==> src/rtl/sys_uart_pkg.sv <==
// sys_uart_pkg -- definitions shared by the UART frame transmitter files.
//
// Contents:
//   DEFAULT_DATA_WIDTH : default payload bits per frame
//   tx_state_e         : transmitter FSM state encoding
//   cnt_width()        : width of a counter that indexes 0..w-1 (min 1 bit)
//
// Optional feature macro used by the files importing this package:
//   UART_TX_PARITY_EN  (parity state and parity calculation)

package sys_uart_pkg;

  localparam int DEFAULT_DATA_WIDTH = 8;

  typedef enum logic [2:0] {
    IDLE   = 3'd0,
    START  = 3'd1,
    DATA   = 3'd2,
    PARITY = 3'd3,
    STOP   = 3'd4
  } tx_state_e;

  // A single-bit payload still needs a 1-bit counter.
  function automatic int cnt_width(input int w);
    return (w > 1) ? $clog2(w) : 1;
  endfunction

endpackage

==> src/rtl/uart_tx_parity_calc.sv <==
// uart_tx_parity_calc -- parity bit for a latched UART payload.
//
// Ports:
//   data       in  [DATA_WIDTH-1:0]  payload the parity covers
//   odd        in  1                 0 = even parity, 1 = odd parity
//   parity_bit out 1                 bit placed on the line after the payload
//
// Optional feature macro: UART_TX_PARITY_EN. The module only exists in builds
// with that macro defined, because it is only instantiated there; this keeps
// parity-less builds free of an unreferenced module.

`ifdef UART_TX_PARITY_EN
module uart_tx_parity_calc
  import sys_uart_pkg::*;
#(
  parameter int DATA_WIDTH = DEFAULT_DATA_WIDTH
) (
  input  logic [DATA_WIDTH-1:0] data,
  input  logic                  odd,
  output logic                  parity_bit
);

  // Even parity makes the total count of ones even: the bit equals the XOR
  // of the payload. Odd parity is its inverse.
  assign parity_bit = (^data) ^ odd;

endmodule
`endif

==> src/rtl/uart_frame_tx.sv <==
// uart_frame_tx -- UART frame serializer, one line bit per CLK rising edge.
//
// Frame: start (0), DATA_WIDTH payload bits LSB first, optional parity bit,
// stop (1). The line idles high. A request is taken only while idle; requests
// arriving during a frame are dropped.
//
// Ports:
//   CLK        in  1                baud-rate clock
//   RST        in  1                asynchronous active-low reset
//   P_DATA     in  [DATA_WIDTH-1:0] payload, latched on the accept edge
//   DATA_VALID in  1                request strobe, honoured only while idle
//   PAR_EN     in  1                1 = insert a parity bit (latched on accept)
//   PAR_TYP    in  1                0 = even, 1 = odd (latched on accept)
//   TX_OUT     out 1                registered serial line, idle high
//   BUSY       out 1                registered, high while a frame is on the line
//
// Optional feature macro: UART_TX_PARITY_EN. When undefined, PAR_EN and
// PAR_TYP are accepted but ignored and every frame is DATA_WIDTH+2 bits.

module uart_frame_tx
  import sys_uart_pkg::*;
#(
  parameter int DATA_WIDTH = DEFAULT_DATA_WIDTH
) (
  input  logic                  CLK,
  input  logic                  RST,
  input  logic [DATA_WIDTH-1:0] P_DATA,
  input  logic                  DATA_VALID,
  input  logic                  PAR_EN,
  input  logic                  PAR_TYP,
  output logic                  TX_OUT,
  output logic                  BUSY
);

  localparam int CNT_W = cnt_width(DATA_WIDTH);
  localparam logic [CNT_W-1:0] LAST_BIT = CNT_W'(DATA_WIDTH - 1);

  tx_state_e             state_q;
  tx_state_e             state_d;
  logic [CNT_W-1:0]      cnt_q;
  logic [CNT_W-1:0]      cnt_d;
  logic [DATA_WIDTH-1:0] data_q;
  logic                  accept;
  logic                  use_parity;
  logic                  parity_bit;
  logic                  tx_d;
  logic                  busy_d;

  assign accept = (state_q == IDLE) && DATA_VALID;

`ifdef UART_TX_PARITY_EN
  logic par_en_q;
  logic par_typ_q;

  // Frame options are captured with the payload so the frame in flight is
  // immune to later input changes.
  always_ff @(posedge CLK or negedge RST) begin
    if (!RST) begin
      par_en_q  <= 1'b0;
      par_typ_q <= 1'b0;
    end else if (accept) begin
      par_en_q  <= PAR_EN;
      par_typ_q <= PAR_TYP;
    end
  end

  uart_tx_parity_calc #(
    .DATA_WIDTH (DATA_WIDTH)
  ) u_parity (
    .data       (data_q),
    .odd        (par_typ_q),
    .parity_bit (parity_bit)
  );

  assign use_parity = par_en_q;
`else
  logic unused_par_cfg;

  assign unused_par_cfg = PAR_EN ^ PAR_TYP;
  assign use_parity     = 1'b0;
  assign parity_bit     = 1'b1;
`endif

  // Next state and the line value for the next state. TX_OUT and BUSY are
  // registered from these, so the outputs always describe the current state
  // and never depend combinationally on the inputs.
  always_comb begin
    state_d = state_q;
    cnt_d   = cnt_q;

    unique case (state_q)
      IDLE: begin
        if (DATA_VALID) begin
          state_d = START;
          cnt_d   = '0;
        end
      end
      START: begin
        state_d = DATA;
        cnt_d   = '0;
      end
      DATA: begin
        if (cnt_q == LAST_BIT) begin
          state_d = use_parity ? PARITY : STOP;
          cnt_d   = '0;
        end else begin
          cnt_d = cnt_q + CNT_W'(1);
        end
      end
      PARITY: begin
        state_d = STOP;
      end
      STOP: begin
        state_d = IDLE;
      end
      default: begin
        state_d = IDLE;
        cnt_d   = '0;
      end
    endcase

    tx_d = 1'b1;
    unique case (state_d)
      START:   tx_d = 1'b0;
      DATA:    tx_d = data_q[cnt_d];
      PARITY:  tx_d = parity_bit;
      default: tx_d = 1'b1;
    endcase

    busy_d = (state_d != IDLE);
  end

  always_ff @(posedge CLK or negedge RST) begin
    if (!RST) begin
      state_q <= IDLE;
      cnt_q   <= '0;
      data_q  <= '0;
      TX_OUT  <= 1'b1;
      BUSY    <= 1'b0;
    end else begin
      state_q <= state_d;
      cnt_q   <= cnt_d;
      TX_OUT  <= tx_d;
      BUSY    <= busy_d;
      if (accept) begin
        data_q <= P_DATA;
      end
    end
  end

endmodule

==> config.mk <==
export PLATFORM = sky130hd
export DESIGN_NAME = uart_frame_tx
export DESIGN_NICKNAME = d
export VERILOG_FILES = /design/src/rtl/sys_uart_pkg.sv /design/src/rtl/uart_tx_parity_calc.sv /design/src/rtl/uart_frame_tx.sv
export SDC_FILE = /design/constraint.sdc
export NUM_CORES = 1
export LEC_CHECK = 0
export CORE_MARGIN = 1.5
export CORE_UTILIZATION = 52
export CTS_BUF_LIST = sky130_fd_sc_hd__clkbuf_2 sky130_fd_sc_hd__clkbuf_4 sky130_fd_sc_hd__clkbuf_8
export DETAILED_ROUTE_END_ITERATION = 10
export PLACE_DENSITY = 0.87
export SYNTH_ARGS = -nofsm -noshare
export SYNTH_HDL_FRONTEND = slang
export SYNTH_SLANG_ARGS = --single-unit
==> constraint.sdc <==
create_clock -name CLK -period 2.6 [get_ports CLK]
set_clock_uncertainty 0.15 [all_clocks]
set_input_delay 0.65 -clock CLK [delete_from_list [all_inputs] [get_ports CLK]]
set_output_delay 0.65 -clock CLK [all_outputs]
set_load 0.01 [all_outputs]
# After elaboration in Yosys (flattened, before gate mapping)
# Cells that the tools add are included.
# word_totals
regBits	16
# classes
n_addsub	1
magnitude_cmp	1
n_eq_ne	7
mux	9
reduce_logical	4
# op_table
op	count
3-bit 2-to-1 mux	4
3-bit one-hot mux with 4 select lines	1
3-bit by 2-bit equality test with 1-bit output (second input constant)	3
3-bit one-hot mux with 3 select lines	1
3-bit by 1-bit equality test with 1-bit output (second input constant)	2
3-bit equality test (second input constant)	2
3-bit by 4-bit less-than comparator with 1-bit output (second input constant)	1
3-bit by 1-bit adder with 3-bit output (second input constant)	1
1-bit binary-select mux with 3-bit select	1
3-bit logical NOT	1
3-bit nonzero test	1
1-bit one-hot mux with 2 select lines	1
2-bit OR reduction	1
1-bit logical AND	1
1-bit 2-to-1 mux	1

# Depth between registers and ports, before layout
# Gate-level depths: netlist (run 1).
# logic_depth
depth_word	6
depth_mapped	8
mapped_depth_nobuf	8

# Worst setup path after synthesis (run 1)
# Ideal clock, no wire load.
# synth_timing
kind	in2reg
startpoint	input port DATA_VALID
endpoint	register TX_OUT
arrival_ns	2.025
required_time_ns	2.372
slack_ns	0.347
cell_stages	6
path_buffers	0
path_cell_list	nor2b_1 > or2_4 > o32a_4 > mux2_4 > o31a_1 > a31o_1
# synth_between
elab_chain_cells	5
word_cells_on_any_way	9
classes_between	2 x eq/ne; 7 x mux
# synth_lines
element	line	source
from (decl)	uart_frame_tx.sv:28	input logic DATA_VALID,
3-bit 2-to-1 mux	uart_frame_tx.sv:93	if (DATA_VALID) begin
3-bit one-hot mux with 3 select lines	uart_frame_tx.sv:91	unique case (state_q)
1-bit binary-select mux with 3-bit select	uart_frame_tx.sv:125	DATA: tx_d = data_q[cnt_d];
1-bit 2-to-1 mux (implied by the code)	uart_frame_tx.sv:125	
1-bit one-hot mux with 2 select lines (*)	uart_frame_tx.sv:123	unique case (state_d)
net tx_d	uart_frame_tx.sv:46	logic tx_d;
to (signal assigned)	uart_frame_tx.sv:143	TX_OUT <= tx_d;
to (decl)	uart_frame_tx.sv:31	output logic TX_OUT,
# Mark *: on every way through the listed nets, which the timed path passes. The rest lies on a longest branch. The select of a mux whose other input is x is not followed.
# A chain may end at the register's enable or synchronous reset.

# Worst setup path after layout (run 1)
# Ends and elaborated chain as after synthesis.

==> results of run 1 <==
path summary, 6_finish.rpt:
check,depth (start not counted),startpoint,end
min in group asynchronous,1,RST,data_q[0]
max in group asynchronous,1,RST,state_q[0]
hold / removal,1,state_q[2],BUSY
hold reg to reg,1,state_q[2],BUSY
setup reg to reg,7,cnt_q[0],TX_OUT
setup / recovery,7,DATA_VALID,TX_OUT
per-layer routing:
| layer | vias to the layer above | global-route usage | share of wire |
|---|---|---|---|
| met2 | 11 | 0.2875 | 0.49 |
| met4 | 0 | 0.1355 | 0.033 |
| met3 | 5 | 0.02609 | 0.028 |
| li1 | 257 | - | - |
| met5 | - | 0 | 0 |
| met1 | 241 | 0.2029 | 0.45 |
Yosys cell counts, drive strengths merged:
cell type   n
mux2i       6
nor3b       1
a31o        1
ha          2
a21oi       1
o21ai       1
o32ai       2
nand2       1
o32a        1
nand3       1
buf         2
a22oi       1
nand2b      1
dfrtp      15
nor3        2
o31a        1
nor2        5
mux2        9
clkbuf      1
inv         4
dfstp       1
or2         1
nor2b       3
kinds of logic (layout without fill, tap and decap cells):
logic type	Yosys count	after routing	share of synthesized area
multiplexers	15	15	0.2109
AO/OA/AOI/OAI	8	8	0.09584
AND/OR/NAND/NOR	15	15	0.1006
buffers and inverters	7	25	0.04792
adder cells (fa/ha/maj)	2	2	0.03194
flip-flops	16	16	0.5128
worst max-delay path: cells and delay by family:
kind,cells,cell delay [ns]
AOI/OAI and AO/OA,3,0.74
buffers and inverters,1,0.41
and+or+nand+nor,2,0.37
muxes,1,0.30
layout make-up:
type                       instances  area, sq um
clock buffer                       4        36.28
fill                             104        376.6
inverter                           4        15.01
multi-input combinational         40        344.1
sequential                        16        401.6
tap                               15        18.77
timing repair buffer              17        157.7
registers in the layout, summed over array words and instances (netlist names):
name / flops
BUSY: 1
state_q: 3
data_q: 8
cnt_q: 3
TX_OUT: 1
metrics by stage:
step                      setup WS, ns  setup TNS, ns
after CTS                       0.2135              0
after global routing            0.1163              0
after detailed placement      -0.08295       -0.08295
after global placement        -0.09213       -0.09213
after floorplan                 0.3469              0
final                           0.2024              0
power groups by stage:
stage | combinational, uW | sequential (uW) | clock (uW)
2_1_floorplan | 377 | 425 | 0
3_3_place_gp | 476 | 449 | 0
3_5_place_dp | 494 | 454 | 0
4_1_cts | 497 | 448 | 165
5_1_grt | 549 | 466 | 173
6_report | 496 | 449 | 161
==> impl_metrics.csv, run 1 <==
group,metric,value,unit
yosys,synth_area_per_cell,12.43,sq um
worst_setup_path,cpMaxStageDelayCell,"clkdlybuf4s50_1",
layout,fin_cells,96,
cts,cts_sinks,16,
worst_setup_path,start_kind,"input pin",
yosys,yosysTopAreaCell,"dfrtp_1",
routing,drc,0,
yosys,synth_seq_area_share,0.5128,
cts,cts_inserted_buffers,3,
cts,htree_levels,1,
routing,drt_iter0_markers,20,
power,switching_share,0.3290,
power,p_int,742.7,uW
floorplan,die_h,41.81,um
sta,hold_slack,0.3360,ns
placement,gp_congestion,0.8068,
routing,viasPerCell,5.354,
placement,place.detailed.hpwl,989.4,um
sta,setup_viol,0,
floorplan,die_width,41.81,um
floorplan,start_util,0.5802,
sta,rsz0062_at_grt,"no",
cts,cts_resized,0,
job,maxCapViolCount,0,
power,pwr-share-clk,0.145,
routing,dr.pass1.iters,2,
yosys,synth_cell_types,25,
sta,period_minus_slack,2.398,ns
yosys,syn_nets,78,
floorplan,coreArea,1350,sq um
power,power.switching,364.1,uW
layout,final_util,0.7210,
worst_setup_path,path_cells,"clkdlybuf4s50_1 > nor2b_1 > or2_4 > o32a_4 > mux2_4 > o31a_1 > a31o_1",
yosys,syn_inst,63,
cts,post_cts_buffers,0,
layout,syn2layout_area_growth,24.28,%
routing,num_vias,514,
global_routing,grt_first_pass_wirelength,2201,um
placement,place_area,937.1,sq um
cts,cts_root_buffer,"clkbuf_4",
sta,min_period_over_period,0.9222,
global_routing,grt_max_degree,17,
layout,final_cell_mix,"15 x dfrtp_1, 12 x clkdlybuf4s50_1, 8 x mux2_2",
layout,layout_commonest_cell,"dfrtp_1",
worst_setup_path,path_class,"in2reg",
worst_setup_path,critPathMaxFanout,2,
yosys,yosys_warnings,0,
worst_setup_path,regToRegSetupSlack,0.41,ns
yosys,mappedNetlistArea,783.3,sq um
worst_setup_path,end_kind,"register",
placement,port_buffers,12,
power,combPwrFrac,0.449,
min_path,hold_path_class,"reg2reg",
routing,drtAntennaViolNets,0,
status,status,"completed",
global_routing,track_usage,0.1751,
cts,clock_path_buffers,2,
power,ir_worst_vdd,0.0006413,V
floorplan,dieArea,1748,sq um
cts,clk_latency,0.29,ns
yosys,synthTopCellsByArea,"dfrtp_1 48%, mux2_2 12%, mux2i_1 7.7%",
layout,antenna_cells,0,
global_routing,grt_pass1_vias,524,
power,p_leak,0.0004495,uW
worst_setup_path,critPathMaxStageDelay,0.41,ns
sta,tightest_slew,0.6659,ns
sta,slew_headroom,0.5547,
floorplan,io-pin-count,15,
cts,cts_tree,"done",
yosys,yosys.area.top_type_share,0.4792,
layout,finalNetCount,97,
sta,timing.fmax,0.4171,GHz
cts,cts_hold_buf,0,
global_routing,grt.overflow.total,0,
global_routing,grt_antenna_before_repair,0,
cts,clkSlewWorstSetupHoldPaths,0.09,ns
routing,wl_per_cell,13.53,um
sta,slew_viol_final,0,
power,seqPwrFrac,0.406,
power,p_total,1107,uW
layout,final_area,973.4,sq um
routing,finalWirelength,1299,um
floorplan,placement_rows,13,
yosys,ys_ff_latch,16,
worst_setup_path,arrival,2.47,ns
placement,dp_cells,92,
sta,hold_viol,0,
power,power_density,1137,nW/um^2
worst_setup_path,required,2.68,ns
layout,drive_above_1_share,0.2593,
(Power assumes the default switching activity.)
==> run 2: changes to the inputs <==
--- a/config.mk
+++ b/config.mk
@@ -10,6 +10,7 @@
 export CTS_BUF_LIST = sky130_fd_sc_hd__clkbuf_2 sky130_fd_sc_hd__clkbuf_4 sky130_fd_sc_hd__clkbuf_8
 export DETAILED_ROUTE_END_ITERATION = 10
 export PLACE_DENSITY = 0.87
+export SKIP_LAST_GASP = 1
 export SYNTH_ARGS = -nofsm -noshare
 export SYNTH_HDL_FRONTEND = slang
 export SYNTH_SLANG_ARGS = --single-unit
==> results of run 2 <==
Same layout as run 1: the final DEF is identical, and so are final timing and power.
